File: src/rtl/regfile_pkg.sv
// rtl/regfile_pkg.sv - shared parameters and types for the regfile writeback arbiter
package regfile_pkg;
  localparam int NUM_REGS = 32;
  localparam int DATA_W   = 64;
  localparam int ZERO_REG = 31;

  typedef logic [4:0] reg_idx_t;

  typedef enum logic {
    GNT_A = 1'b0,
    GNT_B = 1'b1
  } gnt_e;
endpackage

File: src/rtl/regfile_scoreboard.sv
// rtl/regfile_scoreboard.sv - pending-write busy bits with one set port, one clear port, two lookups
module regfile_scoreboard
  import regfile_pkg::*;
#(
  parameter int N  = regfile_pkg::NUM_REGS,
  parameter int ZR = regfile_pkg::ZERO_REG
) (
  input  logic     clk,
  input  logic     reset,
  input  logic     i_set_valid,
  input  reg_idx_t i_set_reg,
  input  logic     i_clr_valid,
  input  reg_idx_t i_clr_reg,
  input  reg_idx_t i_rd1_reg,
  output logic     o_rd1_busy,
  input  reg_idx_t i_rd2_reg,
  output logic     o_rd2_busy
);

  logic [N-1:0] w_busy;

  for (genvar i = 0; i < N; i++) begin : g_busy
    if (i == ZR) begin : g_zero
      assign w_busy[i] = 1'b0;
    end else begin : g_bit
      logic r_bit;
      // A reservation landing on the same edge as the retiring write must survive.
      always_ff @(posedge clk or negedge reset) begin
        if (!reset) begin
          r_bit <= 1'b0;
        end else if (i_set_valid && (i_set_reg == reg_idx_t'(i))) begin
          r_bit <= 1'b1;
        end else if (i_clr_valid && (i_clr_reg == reg_idx_t'(i))) begin
          r_bit <= 1'b0;
        end
      end
      assign w_busy[i] = r_bit;
    end
  end

  assign o_rd1_busy = w_busy[i_rd1_reg];
  assign o_rd2_busy = w_busy[i_rd2_reg];

endmodule

File: src/rtl/regfile_wb_arbiter.sv
// rtl/regfile_wb_arbiter.sv - round-robin ALU/load writeback arbiter feeding the regfile write port
module regfile_wb_arbiter
  import regfile_pkg::*;
#(
  parameter int NUM_REGS = regfile_pkg::NUM_REGS,
  parameter int DATA_W   = regfile_pkg::DATA_W,
  parameter int ZERO_REG = regfile_pkg::ZERO_REG
) (
  input  logic              clk,
  input  logic              reset,
  input  logic              a_valid,
  input  logic [4:0]        a_reg,
  input  logic [DATA_W-1:0] a_data,
  output logic              a_ready,
  input  logic              b_valid,
  input  logic [4:0]        b_reg,
  input  logic [DATA_W-1:0] b_data,
  output logic              b_ready,
  input  logic              rsv_valid,
  input  logic [4:0]        rsv_reg,
  output logic              RegWrite,
  output logic [4:0]        WriteRegister,
  output logic [DATA_W-1:0] WriteData,
  input  logic [4:0]        ReadRegister1,
  input  logic [4:0]        ReadRegister2,
  output logic              busy1,
  output logic              busy2
);

  localparam reg_idx_t ZR = reg_idx_t'(ZERO_REG);

  gnt_e              r_last_gnt;
  logic              r_reg_write;
  reg_idx_t          r_write_reg;
  logic [DATA_W-1:0] r_write_data;

  logic w_a_ready;
  logic w_b_ready;
  logic w_hs_a;
  logic w_hs_b;

  // Grant depends only on valids and the last winner, never on reg or data.
  always_comb begin
    w_a_ready = 1'b0;
    w_b_ready = 1'b0;
    if (reset) begin
      if (a_valid && (!b_valid || (r_last_gnt == GNT_B))) begin
        w_a_ready = 1'b1;
      end else if (b_valid) begin
        w_b_ready = 1'b1;
      end
    end
  end

  assign w_hs_a = a_valid && w_a_ready;
  assign w_hs_b = b_valid && w_b_ready;

  always_ff @(posedge clk or negedge reset) begin
    if (!reset) begin
      r_last_gnt <= GNT_B;
    end else if (w_hs_a) begin
      r_last_gnt <= GNT_A;
    end else if (w_hs_b) begin
      r_last_gnt <= GNT_B;
    end
  end

  // Writes to the zero register are accepted but never raise the write enable.
  always_ff @(posedge clk or negedge reset) begin
    if (!reset) begin
      r_reg_write  <= 1'b0;
      r_write_reg  <= '0;
      r_write_data <= '0;
    end else if (w_hs_a) begin
      r_reg_write  <= (a_reg != ZR);
      r_write_reg  <= a_reg;
      r_write_data <= a_data;
    end else if (w_hs_b) begin
      r_reg_write  <= (b_reg != ZR);
      r_write_reg  <= b_reg;
      r_write_data <= b_data;
    end else begin
      r_reg_write  <= 1'b0;
    end
  end

  regfile_scoreboard #(
    .N  (NUM_REGS),
    .ZR (ZERO_REG)
  ) u_scoreboard (
    .clk         (clk),
    .reset       (reset),
    .i_set_valid (rsv_valid),
    .i_set_reg   (rsv_reg),
    .i_clr_valid (r_reg_write),
    .i_clr_reg   (r_write_reg),
    .i_rd1_reg   (ReadRegister1),
    .o_rd1_busy  (busy1),
    .i_rd2_reg   (ReadRegister2),
    .o_rd2_busy  (busy2)
  );

  assign a_ready       = w_a_ready;
  assign b_ready       = w_b_ready;
  assign RegWrite      = r_reg_write;
  assign WriteRegister = r_write_reg;
  assign WriteData     = r_write_data;

endmodule
File: config.mk
export PLATFORM = sky130hd
export DESIGN_NAME = regfile_wb_arbiter
export DESIGN_NICKNAME = d
export VERILOG_FILES = /design/src/rtl/regfile_pkg.sv /design/src/rtl/regfile_scoreboard.sv /design/src/rtl/regfile_wb_arbiter.sv
export SDC_FILE = /design/constraint.sdc
export NUM_CORES = 1
export LEC_CHECK = 0
export CORE_MARGIN = 1
export CORE_UTILIZATION = 42
export CTS_BUF_LIST = sky130_fd_sc_hd__clkbuf_4 sky130_fd_sc_hd__clkbuf_8 sky130_fd_sc_hd__clkbuf_16
export DETAILED_ROUTE_END_ITERATION = 6
export HOLD_SLACK_MARGIN = 0.15
export PLACE_DENSITY = 0.81
export SETUP_SLACK_MARGIN = 0.02
export SLEW_MARGIN = 20
export SYNTH_ARGS = -nofsm -noshare
export SYNTH_HDL_FRONTEND = slang
export SYNTH_SLANG_ARGS = --single-unit
File: constraint.sdc
create_clock -name clk -period 1.93 [get_ports clk]
set_input_delay 0.386 -clock clk [delete_from_list [all_inputs] [get_ports clk]]
set_output_delay 0.386 -clock clk [all_outputs]
set_load 0.1 [all_outputs]
=== Word level (Yosys, flattened, before mapping) ===
Cells that the tools add are included.

* Multipliers: 0
* Muxes and demuxes: 79
* Shift-type cells: 0
* Reductions and logical operators: 101
* Bitwise logic cells: 0
* Div/mod/pow operators: 0
* Equality and inequality tests: 62
* Magnitude comparators: 2
* Add/sub/neg operators: 0

{| class="wikitable"
|+ Operators by type and width
! kind !! number
|-
| == test 5 bit, second input constant || 30
|-
| 2-to-1 mux 64 bit || 2
|-
| == test 5 x 4 -> 1 bit, second input constant || 16
|-
| 2-to-1 mux 1 bit || 73
|-
| logical AND 1 bit || 65
|-
| nonzero test 2 bit || 32
|-
| == test 5 x 3 -> 1 bit, second input constant || 8
|-
| == test 5 x 2 -> 1 bit, second input constant || 4
|-
| less-than comparator 5 x 6 -> 1 bit, second input constant || 2
|-
| binary-select mux 1 bit (select 5 bit) || 2
|-
| == test 5 x 1 -> 1 bit, second input constant || 2
|-
| logical NOT 5 bit || 2
|-
| 2-to-1 mux 5 bit || 2
|-
| != test 5 bit, second input constant || 2
|-
| logical NOT 1 bit || 1
|-
| logical OR 1 bit || 1
|}

* Output and inout port bits: 74
* Memories: 0
* Register bits after elaboration: 102
* Bits in latches: 0
* Word-level logic and storage cells: 279
* Bits of input ports: 158
* RAM bits: 0
* Memory bits (read-only): 0

=== Logic depth before layout (Yosys ltp) ===
Gate-level depths: netlist of run 1.

* Depth after elaboration: 8
* Mapped depth: 7
* Mapped depth without buffers: 5

=== Cells and area by module ===
Synthesis of run 1 repeated with hierarchy kept, for this count alone.

* Cells, all modules: 428
* Area total of the unflattened synthesis: 5955.7 um2

{| class="wikitable"
|+ By module, submodules not included
! module !! cells each !! sequential area each (um2) !! area an instance (um2) !! times used
|-
| regfile_wb_arbiter || 236 || 1778.0 || 4086.4 || 1
|-
| regfile_scoreboard || 192 || 775.7 || 1869.3 || 1
|}

=== Least setup slack after synthesis of run 1 ===
Ideal clock, no wire load.

* Kind: input port to output port
* Start: input ReadRegister1[2]
* End: output busy1
* Data required time: 1.544 ns
* Path buffers: 1
* Stages on the path: 5
* Arrival time: 2.573 ns
* Setup slack: -1.029 ns
* Cell sequence: clkbuf_1 > mux4_2 > nor3b_1 > a311oi_1 > o211ai_1

* Cells in the longest elaborated chain, start to end: 2

{| class="wikitable"
|+ RTL lines
! element !! RTL line !! RTL
|-
| start: declaration || regfile_wb_arbiter.sv:24 || <nowiki>input logic [4:0] ReadRegister1,</nowiki>
|-
| binary-select mux 1 bit (select 5 bit) || regfile_scoreboard.sv:41 || <nowiki>assign o_rd1_busy = w_busy[i_rd1_reg];</nowiki>
|-
| 2-to-1 mux 1 bit (not written as such) || regfile_scoreboard.sv:41 ||
|-
| end: declaration || regfile_wb_arbiter.sv:26 || <nowiki>output logic busy1,</nowiki>
|}

No other way between the ends. The select of a mux whose other input is x is not followed.

=== Final worst setup path of run 1 ===
* Start: register u_scoreboard.g_busy[22].g_bit.r_bit
* End: output busy1

* Cells in the longest elaborated chain, start to end: 2

{| class="wikitable"
|+ RTL lines
! element !! RTL line !! RTL
|-
| start: declaration || regfile_scoreboard.sv:26 || <nowiki>logic r_bit;</nowiki>
|-
| start signal: assignment || regfile_scoreboard.sv:30 || <nowiki>r_bit <= 1'b0;</nowiki>
|-
| start signal: assignment || regfile_scoreboard.sv:32 || <nowiki>r_bit <= 1'b1;</nowiki>
|-
| start signal: assignment || regfile_scoreboard.sv:34 || <nowiki>r_bit <= 1'b0;</nowiki>
|-
| binary-select mux 1 bit (select 5 bit) || regfile_scoreboard.sv:41 ||
|-
| 2-to-1 mux 1 bit (not written as such) || regfile_scoreboard.sv:41 ||
|}

No other way between the ends. The select of a mux whose other input is x is not followed.

==> out/summary.txt, run 1 <==
Failing checks -> DRC, setup timing
Number of CTS-inserted buffers -> 9
Max layer used -> met4
Max IR drop VDD -> 0.727 mV
Final Critical Period -> 2380 ps
Met3 wire len -> 1440 µm
Layout cells sized above 1 -> 20.4%
Met1 Wirelength -> 6750 µm
Tcrit/Tclk final -> 124%
# diodes -> 0
Clk_skew -> 7.65 ps
Largest net degree at the start of global routing -> 78
Reg2reg end -> WriteData[48]
Critical path required time -> 1540 ps
Grt total ovfl -> 0
# IOs -> 232
Worst Path Arrival -> 2000 ps
Max frequency -> 419 MHz
Pwr per Cell Area -> 1160 mW/mm²
Initial Util -> 43.5%
Setup violations, final -> 2
Clk buf depth -> 2
Final wirelength -> 18100 µm
DR vias -> 5374
First-pass GRT wire length -> 28600 µm
Vias in the first global route -> 5520
Hold Crit Class -> input pin to asynchronous set/reset pin
Met2 wire len -> 9250 µm
Critical Path Fanout Max -> 2
Clk Latency, worst-skew pair -> 340 ps
Worst-Margin Slew -> 967 ps
Register Area -> 0.00255 mm²
CP Launch Type -> register
Placer congestion estimate -> 0.893
Routed Antenna Nets -> 0
Status -> finished, violations left
Die height -> 111 µm
Nets@finish -> 968
Clock sink total -> 102
DR iter-0 viols -> 423
Max-Slew Margin vs Limit -> 35.5%
Die Span X -> 111 µm
Post-Syn Area -> 0.00503 mm²
Yosys warns -> 0
Core area -> 0.0116 mm²
Final Max Tran Viols -> 0
Multi-input gate area -> 0.00232 mm²
RSZ-0062 raised after global routing -> true
Worst Hold Slack -> 362 ps
R2R Path Start -> r_last_gnt
# DRC -> 14
CP cell instances -> mux4_2 -> a22o_1 -> a311oi_2 -> o211ai_1 -> clkbuf_16
CP max-delay cell -> mux4_2
Worst path buffer plus inverter count -> 1
Average vias per placed instance -> 5.61
Post-synth net total -> 715
# rows -> 39
Mapped Cells -> 557
CTS tree -> done
Total power -> 9.38 mW
IO buf count -> 231
# Max-Cap Violations -> 0
Worst path max stage delay -> 470 ps
Crit path max-delay family -> compound AO/OA/AOI/OAI gates
Critical Path End Type -> output pin
Most frequent cells in the layout -> clkdlybuf4s50_1, buf_4, nand2_1
Total global-route track usage -> 29.7%
Worst R2R Setup Slack -> 290 ps
Dpl hpwl -> 13800 µm
Initial antenna violation count -> 0
Most common cell after layout, fill and taps aside -> clkdlybuf4s50_1
Synth cell types -> 34
WL/cell -> 18.9 µm
Area growth from synthesis to layout -> 60.7%
Critical path type -> register to output pin
Final hold vios -> 0
Synth Area per Inst -> 9.03 µm²
Leak -> 3.39 nW
FILL cells -> 878
Worst r2r path cells -> 7
Final WS setup -> -454 ps
CTS H-tree depth -> 3
Flops & latches, synth -> 102
Setup TNS -> -903 ps
Seq/Total Area, Yosys -> 50.8%
Clock transition at path regs -> 70 ps
Root Buffer -> clkbuf_16
DRT Pass-1 Iters -> 7
Die Area -> 0.0124 mm²
## synthesized netlist by cell type
| master | count | area share [%] |
|---|---|---|
| a211oi_1 | 1 | 0.15 |
| a21o_1 | 1 | 0.15 |
| a21oi_1 | 1 | 0.099 |
| a22o_1 | 1 | 0.17 |
| a22oi_1 | 2 | 0.30 |
| a311oi_1 | 2 | 0.35 |
| a31oi_1 | 46 | 5.7 |
| and2_1 | 1 | 0.12 |
| buf_1 | 3 | 0.22 |
| buf_2 | 7 | 0.70 |
| buf_6 | 1 | 0.22 |
| clkbuf_1 | 27 | 2.0 |
| clkinv_1 | 1 | 0.075 |
| dfrtp_1 | 101 | 50 |
| dfstp_2 | 1 | 0.52 |
| inv_1 | 3 | 0.22 |
| mux2_2 | 2 | 0.45 |
| mux2i_1 | 10 | 2.0 |
| mux4_2 | 10 | 4.5 |
| nand2_1 | 104 | 7.8 |
| nand2b_1 | 10 | 1.2 |
| nand3_1 | 9 | 0.90 |
| nand3b_1 | 7 | 1.0 |
| nand4_1 | 3 | 0.37 |
| nand4b_1 | 4 | 0.70 |
| nor2_1 | 96 | 7.2 |
| nor2b_1 | 6 | 0.75 |
| nor3b_1 | 1 | 0.15 |
| o2111ai_1 | 2 | 0.35 |
| o211ai_1 | 2 | 0.30 |
| o21ai_0 | 64 | 6.4 |
| o221ai_1 | 1 | 0.17 |
| o32ai_1 | 23 | 4.0 |
| or2_2 | 4 | 0.50 |
## how the worst max path moves through the flow
stage	endpoint	slack [ps]	cells past startpoint	from
3_3_place_gp	busy1	-900	6	ReadRegister1[1]
6_report	busy1	-450	5	u_scoreboard.g_busy[22].g_bit.r_bit
2_1_floorplan	busy1	-950	5	ReadRegister1[1]
4_1_cts	busy1	-470	5	u_scoreboard.g_busy[22].g_bit.r_bit
5_1_grt	busy1	-520	5	u_scoreboard.g_busy[22].g_bit.r_bit
3_5_place_dp	busy1	-950	6	ReadRegister1[1]
## kinds of logic after synthesis
kind of cell / synth area share (%)
buffers and inverters: 3.46
flip-flops: 50.8
AO/OA/AOI/OAI: 18.1
multiplexers: 6.92
AND/OR/NAND/NOR: 20.7
## worst reg2reg max path: stages (launching register included)
cell     delay (ps)
dfstp_2         540
inv_2            40
a21o_4          210
buf_4           140
buf_12          170
buf_12          220
nor2_1          140
a31oi_1          60
## power by group
group	internal, mW	switching (mW)	leakage, nW
clock network	0.984	0.798	0.145
logic	1.51	2.91	2.11
registers	2.68	0.496	1.13
## timing repair
action	in CTS	in global routing
endpoints found under the setup margin	3	4
endpoints found under the hold margin	24	0
pin swaps	2	2
resized for setup	9	7
hold buffers	1	0
buffers inserted	0	3
## layer usage
metal | up-vias | global-route usage (%)
met5 | - | 0
met4 | 0 | 14.1
met3 | 43 | 7.08
met2 | 271 | 52.2
met1 | 2573 | 34.0
li1 | 2487 | -
## state kept, by name, summed over array words and instances (netlist names)
name and cells:
RegWrite 1, u_scoreboard.g_busy.g_bit.r_bit 31, r_last_gnt 1, WriteData 64, WriteRegister 5
## through the flow
stage | instance area [µm²] | worst slack (ps) | instances | utilization (%)
final | 8080 | -454 | 958 | 69.9
after global routing | 8080 | -521 | 958 | 69.9
after CTS | 8050 | -475 | 955 | 69.6
after detailed placement | 7740 | -948 | 938 | 66.9
after global placement | 7740 | -904 | 938 | 66.9
after floorplan | 5060 | -949 | 557 | -
## final cells by class
| type | count | area share, % |
|---|---|---|
| Timing Repair Buffer | 280 | 33.5 |
| Sequential cell | 102 | 31.6 |
| Multi-Input combinational cell | 413 | 28.8 |
| Clock buffer | 12 | 3.30 |
| Tap cell | 143 | 2.21 |
| Clock inverter | 4 | 0.372 |
| Inverter | 4 | 0.232 |
Note: power is estimated with default switching activity, not from simulation.
==> run 2: changes to the inputs <==
Settings changed: CTS_CLUSTER_DIAMETER from default to 60.
==> results of run 2 <==
The final DEF is identical to that of run 1; final timing and power are the same.
